File: config.mk
export PLATFORM = sky130hd
export DESIGN_NAME = demux_pipeline
export DESIGN_NICKNAME = d
export VERILOG_FILES = /design/src/rtl/demux_pipeline_pkg.sv /design/src/rtl/demux_pipeline_node.sv /design/src/rtl/demux_pipeline.sv
export SDC_FILE = /design/constraint.sdc
export NUM_CORES = 1
export LEC_CHECK = 0
export CORE_AREA = 2 2 39 41
export DETAILED_ROUTE_END_ITERATION = 6
export DIE_AREA = 0 0 41 43
export HOLD_SLACK_MARGIN = 0.02
export PLACE_DENSITY = 0.7
export SLEW_MARGIN = 5
export SYNTH_ARGS = -nofsm -noshare
export SYNTH_HDL_FRONTEND = slang
export SYNTH_HIERARCHICAL = 1
export SYNTH_SLANG_ARGS = --single-unit
File: constraint.sdc
create_clock -name clk -period 2.2 [get_ports clk]
set_clock_uncertainty 0.15 [all_clocks]
set_input_delay 0.55 -clock clk [delete_from_list [all_inputs] [get_ports clk]]
set_output_delay 0.55 -clock clk [all_outputs]
set_load 0.005 [all_outputs]
File: src/rtl/demux_pipeline_pkg.sv
// Shared constants and N-ary tree helpers for demux_pipeline.
package demux_pipeline_pkg;

  // Select width for a lane count; a single lane still carries one select bit.
  function automatic int unsigned f_sel_width(input int unsigned count);
    return (count <= 1) ? 1 : $clog2(count);
  endfunction

  // Register levels needed to consume all select bits, SB bits per level.
  function automatic int unsigned f_NaryLevelCount(input int unsigned count,
                                                   input int unsigned size);
    int unsigned sb;
    int unsigned lv;
    sb = $clog2(size);
    lv = (f_sel_width(count) + sb - 1) / sb;
    return (lv < 1) ? 1 : lv;
  endfunction

  // Bit offset of the select slice routed on at a given level (MSB slice first).
  function automatic int unsigned f_NarySelSliceBase(input int unsigned count,
                                                     input int unsigned size,
                                                     input int unsigned level);
    return (f_NaryLevelCount(count, size) - 1 - level) * $clog2(size);
  endfunction

  // Output slots instantiated by a level; level -1 stands for the single input.
  function automatic int unsigned f_NaryNodeCount(input int unsigned count,
                                                  input int unsigned size,
                                                  input int level);
    int unsigned span;
    span = 1;
    if (level < 0) return 1;
    for (int i = level + 1; i < int'(f_NaryLevelCount(count, size)); i++) span = span * size;
    return (count + span - 1) / span;
  endfunction

  // Children actually present under one node; trailing nodes may be partial.
  function automatic int unsigned f_NaryChildCount(input int unsigned count,
                                                   input int unsigned size,
                                                   input int level,
                                                   input int unsigned node);
    int unsigned rem;
    rem = f_NaryNodeCount(count, size, level) - node * size;
    return (rem < size) ? rem : size;
  endfunction

endpackage

File: src/rtl/demux_pipeline_node.sv
// One registered 1-to-CHILDREN fan-out node of the demux tree.
// With DEMUX_PIPELINE_ZERO_EN defined, unselected children load 0 instead of holding.
module demux_pipeline_node #(
  parameter int unsigned WIDTH      = 4,
  parameter int unsigned SB         = 1,
  parameter int unsigned PW         = 1,
  parameter int unsigned SLICE_BASE = 0,
  parameter int unsigned CHILDREN   = 2
) (
  input  logic                      clk,
  input  logic                      rst,
  input  logic [WIDTH-1:0]          data_i,
  input  logic                      valid_i,
  input  logic                      drop_i,
  input  logic [PW-1:0]             psel_i,
  output logic [CHILDREN*WIDTH-1:0] data_o,
  output logic [CHILDREN-1:0]       valid_o,
  output logic                      drop_o,
  output logic [PW-1:0]             psel_o
);

  logic [SB-1:0]             idx;
  logic [CHILDREN*WIDTH-1:0] data_d, data_q;
  logic [CHILDREN-1:0]       valid_d, valid_q;
  logic                      drop_d, drop_q;
  logic [PW-1:0]             psel_q;

  assign idx = psel_i[SLICE_BASE +: SB];

  // Steer the word to the selected child; a missing child turns it into a drop token.
  always_comb begin
    data_d  = data_q;
    valid_d = '0;
    drop_d  = drop_i || (valid_i && (int'(idx) >= int'(CHILDREN)));
    for (int c = 0; c < int'(CHILDREN); c++) begin
      if (valid_i && (int'(idx) == c)) begin
        valid_d[c]               = 1'b1;
        data_d[c*WIDTH +: WIDTH] = data_i;
      end
`ifdef DEMUX_PIPELINE_ZERO_EN
      else begin
        data_d[c*WIDTH +: WIDTH] = '0;
      end
`endif
    end
  end

  // Node state register with synchronous reset.
  always_ff @(posedge clk) begin
    if (rst) begin
      data_q  <= '0;
      valid_q <= '0;
      drop_q  <= 1'b0;
      psel_q  <= '0;
    end else begin
      data_q  <= data_d;
      valid_q <= valid_d;
      drop_q  <= drop_d;
      psel_q  <= psel_i;
    end
  end

  assign data_o  = data_q;
  assign valid_o = valid_q;
  assign drop_o  = drop_q;
  assign psel_o  = psel_q;

endmodule

File: src/rtl/demux_pipeline.sv
// Registered 1-to-OUTPUT_COUNT demultiplexer built as a tree of DEMUX_SIZE-way nodes,
// one register level per tree level. Optional macro: DEMUX_PIPELINE_ZERO_EN.
module demux_pipeline
  import demux_pipeline_pkg::*;
#(
  parameter int unsigned WIDTH        = 4,
  parameter int unsigned OUTPUT_COUNT = 2,
  parameter int unsigned DEMUX_SIZE   = 2
) (
  input  logic                            clk,
  input  logic                            rst,
  input  logic [f_sel_width(OUTPUT_COUNT)-1:0] sel,
  input  logic [WIDTH-1:0]                in,
  input  logic                            in_valid,
  output logic [WIDTH*OUTPUT_COUNT-1:0]   out,
  output logic [OUTPUT_COUNT-1:0]         out_valid,
  output logic                            out_drop
);

  localparam int unsigned SB     = $clog2(DEMUX_SIZE);
  localparam int unsigned LEVELS = f_NaryLevelCount(OUTPUT_COUNT, DEMUX_SIZE);
  localparam int unsigned PW     = LEVELS * SB;

  logic [PW-1:0] psel;

  // A single lane has nowhere to steer, so sel is ignored there.
  assign psel = (OUTPUT_COUNT == 1) ? '0 : PW'(sel);

  for (genvar k = 0; k < int'(LEVELS); k++) begin : g_lvl
    localparam int unsigned NIn  = f_NaryNodeCount(OUTPUT_COUNT, DEMUX_SIZE, k - 1);
    localparam int unsigned NOut = f_NaryNodeCount(OUTPUT_COUNT, DEMUX_SIZE, k);

    logic [NOut*WIDTH-1:0] data;
    logic [NOut-1:0]       valid;
    logic [NIn-1:0]        drop;
    logic [NIn*PW-1:0]     psel_l;

    for (genvar j = 0; j < int'(NIn); j++) begin : g_node
      localparam int unsigned Ch = f_NaryChildCount(OUTPUT_COUNT, DEMUX_SIZE, k, j);

      logic [WIDTH-1:0] d_in;
      logic             v_in;
      logic             drop_in;
      logic [PW-1:0]    p_in;

      if (k == 0) begin : g_root
        assign d_in    = in;
        assign v_in    = in_valid;
        assign drop_in = 1'b0;
        assign p_in    = psel;
      end else begin : g_inner
        assign d_in    = g_lvl[k-1].data[j*WIDTH +: WIDTH];
        assign v_in    = g_lvl[k-1].valid[j];
        // Drop tokens from the whole previous level funnel into node 0; at most one exists.
        assign drop_in = (j == 0) ? |g_lvl[k-1].drop : 1'b0;
        assign p_in    = g_lvl[k-1].psel_l[(j/DEMUX_SIZE)*PW +: PW];
      end

      demux_pipeline_node #(
        .WIDTH     (WIDTH),
        .SB        (SB),
        .PW        (PW),
        .SLICE_BASE(f_NarySelSliceBase(OUTPUT_COUNT, DEMUX_SIZE, k)),
        .CHILDREN  (Ch)
      ) u_node (
        .clk    (clk),
        .rst    (rst),
        .data_i (d_in),
        .valid_i(v_in),
        .drop_i (drop_in),
        .psel_i (p_in),
        .data_o (data[j*DEMUX_SIZE*WIDTH +: Ch*WIDTH]),
        .valid_o(valid[j*DEMUX_SIZE +: Ch]),
        .drop_o (drop[j]),
        .psel_o (psel_l[j*PW +: PW])
      );
    end
  end

  assign out       = g_lvl[LEVELS-1].data;
  assign out_valid = g_lvl[LEVELS-1].valid;
  assign out_drop  = |g_lvl[LEVELS-1].drop;

endmodule

Word level (Yosys, flattened, before mapping)
Cells that the tools add are included.
{ "totals": {"reg_bits": 10, "inputBits": 8, "output_inout_bits": 11, "elab_cells": 8} }
{ "op_classes": {"muxes": 2, "n_bitwise": 1, "reduce_logical": 2} }
{ "ops": {"columns": ["operator", "n"], "rows": [
  ["$logic_and A1 B1 Y1", 2],
  ["$mux W1", 2],
  ["$not A1 Y1", 1]
]} }

Logic depth before layout (Yosys ltp)
{ "logic_depth": {"ltp_word": 3, "ltp_mapped": 3, "mapped_depth_nobuf": 2} }

By module
Netlist, hierarchy kept.
{ "modules_own_cells": {"columns": ["module", "n_inst", "cells_per_inst", "area_per_inst_um2", "seq_area_each_um2"], "rows": [
  ["demux_pipeline_node", 1, 42, 467.9, 240.2],
  ["demux_pipeline", 1, 1, 3.8, 0.0]
]} }

Least setup slack after synthesis
No wires, ideal clock.
{ "synth_path": {"kind": "input to register", "start": "in sel", "end": "reg g_lvl[0].g_node[0].u_node.data_q[0]", "setup_ns": 0.118, "arrival_ns": 0.908, "t_required_ns": 1.932, "setup_slack_ns": 1.024, "path_stages": 3, "path_buffers": 1, "path_cell_list": "nand2b_1 buf_6 mux2i_1"} }
{ "synth_via": {"elab_chain_cells": 2} }
{ "synth_lines": {"columns": ["element", "line_no", "rtl"], "rows": [
  ["start, declared", "demux_pipeline.sv:12", "input logic [f_sel_width(OUTPUT_COUNT)-1:0] sel,"],
  ["$not A1 Y1", "demux_pipeline_node.sv:36", "if (valid_i && (int'(idx) == c)) begin"],
  ["$logic_and A1 B1 Y1", "demux_pipeline_node.sv:36", null],
  ["end signal, assigned", "demux_pipeline_node.sv:56", "data_q <= data_d;"],
  ["end, declared", "demux_pipeline_node.sv:23", "logic [CHILDREN*WIDTH-1:0] data_d, data_q;"]
]} }
Every way passes these cells.
A chain may end at the register's enable or synchronous reset.

Worst setup path in the final report
{ "layout_path": {"start": "reg g_lvl[0].g_node[0].u_node.data_q[3]", "end": "out out[3]"} }
{ "layout_lines": {"columns": ["element", "line_no", "rtl"], "rows": [
  ["end, declared", "demux_pipeline.sv:15", "output logic [WIDTH*OUTPUT_COUNT-1:0] out,"]
]} }
No word-level cell between the ends.

==> impl_metrics.yaml <==
clocking:
  htreeDepth: 1
  cts_tree: "yes"
  cts_sinks: 11
  clockRootBuffer: "clkbuf_4"
  cts_buffer_depth: 2
  clk_latency_ns: 0.26
  cts_setup_buffers: 0
  ctsHoldBuffers: 0
  clkTransAtPathRegs_ns: 0.07
  cts_made_buffers: 3
  post_cts_resized: 0
detailed_routing:
  drtPass1Iterations: 3
  wl_um: 711
  avgRoutedWirePerCell_um: 9.36
  dr.first_iter.drc_count: 8
  vias_per_cell: 4.11
  drtAntennaViolNets: 0
  drc: 0
  vias: 312
sta:
  layout_min_cycle_time_ns: 1.80
  grt_setup_unrepaired: "no"
  final-setup-viol-count: 0
  drv_slew: 0
  fin_crit_sh: 0.817
  fmaxAchievable_mhz: 556
  final.setup.tns_ns: 0
  hold_viol: 0
worst_setup_path:
  end_kind: "output pin"
  worst-path-buf-inv: 1
  rr_endpoint: "g_lvl[0].g_node[0].u_node/data_o[7]"
  r2r_start: "g_lvl[0].g_node[0].u_node/data_o[7]"
  arrival_ns: 1.10
  setup.worst_path.start_class: "flip-flop"
  crit_chain: "clkdlybuf4s50_1"
  cp_slowest_cell: "clkdlybuf4s50_1"
  rr_worst_depth: 2
  max_stage_delay_ns: 0.50
  crit_required_ns: 1.50
  crit_family: "buffers and inverters"
  cp_max_fo: 2
  worst-setup-path-type: "reg2out"
  crit_cells: 1
  r2r_slack_ns: 1.45
place:
  port_buffers: 18
  hpwl_um: 536
  gp_congestion: 0.640
  place_area_um2: 609
finish:
  drive_gt1_frac: 0.0500
  num_antenna_cells: 0
  stdcell_area_um2: 636
  final_cell_mix: "clkdlybuf4s50_1, nand2b_1, dfxtp_1, mux2i_1, clkbuf_4"
  final_common_cell: "clkdlybuf4s50_1"
  num-nets-final: 69
  syn2layout_area_growth_pct: 43.5
  n_fill_cell: 149
grt:
  grt_pass1_wl_mm: 1.16
  antenna_found_initial: 0
  grt_usage: 0.0996
  gr-total-overflow: 0
  grt_max_degree: 16
  grt_pass1_vias: 300
power:
  power_density_nw_per_um2: 630
  vdd_drop_max_mv: 0.342
  total_power_mw: 0.400
  leakage_nw: 0.260
floorplan:
  core_area_um2: 1380
  die_w_um: 41
  rows: 14
  io_pins: 19
  fp.dieH_um: 43
  start_util: 0.320
  fp.dieArea_um2: 1760
synthesis:
  synth_warnings: 6
  postSynthAreaPerCell_um2: 10.8
  syn_area_um2: 443
  syn_nets: 49
  postSynthCellCount: 41
hold_path:
  min_to: "g_lvl[0].g_node[0].u_node/data_o[4]"
  hp-class: "reg2reg"
  hold_start: "g_lvl[0].g_node[0].u_node/data_o[4]"
  hold_depth: 2
flow_run:
  maxCapViolCount: 0
run_status:
  status: "finished, final reports clean"
cell type report:
class                      count  area [µm²]  share of cell area
multi-input combinational     27         189               0.297
tap                           16        20.0              0.0315
clock buffer                   4        26.3              0.0413
timing repair buffer          18         180               0.283
sequential                    11         220               0.346
flip-flops by register name (all words and copies together), names as in the netlist:
| register | count |
|---|---|
| g_lvl.g_node.u_node/valid_o | 2 |
| g_lvl.g_node.u_node/data_o | 8 |
| g_lvl.g_node.u_node/drop_o | 1 |
routing by layer:
metal / GRT usage / part of all wire
met3: 0.0314 / 0.10
met4: 0.0800 / 0
met5: 0 / 0
met1: 0.123 / 0.41
met2: 0.134 / 0.48
power by group:
group	total, mW	internal [mW]	switching [mW]
registers	0.213	0.209	0.00421
logic	0.0563	0.0383	0.0180
clock network	0.131	0.0700	0.0609
worst max-delay path by stage:
stage	from	end	slack, ns
2_1_floorplan	sel	g_lvl[0].g_node[0].u_node/data_o[0]	1.02
3_3_place_gp	sel	g_lvl[0].g_node[0].u_node/data_o[0]	0.44
6_report	g_lvl[0].g_node[0].u_node/data_o[3]	out[3]	0.40
4_1_cts	g_lvl[0].g_node[0].u_node/data_o[6]	out[6]	0.38
3_5_place_dp	rst	g_lvl[0].g_node[0].u_node/data_o[6]	0.40
5_1_grt	g_lvl[0].g_node[0].u_node/data_o[3]	out[3]	0.33
per-stage QoR:
| step | setup WS, ns | util | hold slack (ns) | cells |
|---|---|---|---|---|
| 2_1_floorplan | 1.02 | - | 0.314 | 41 |
| 3_3_place_gp | 0.439 | 0.440 | 0.317 | 72 |
| 3_5_place_dp | 0.396 | 0.440 | 0.319 | 72 |
| 4_1_cts | 0.383 | 0.459 | 0.333 | 76 |
| 5_1_grt | 0.328 | 0.459 | 0.351 | 76 |
| 6_report | 0.402 | 0.459 | 0.326 | 76 |
No activity file was read; power rests on OpenSTA's default activity.
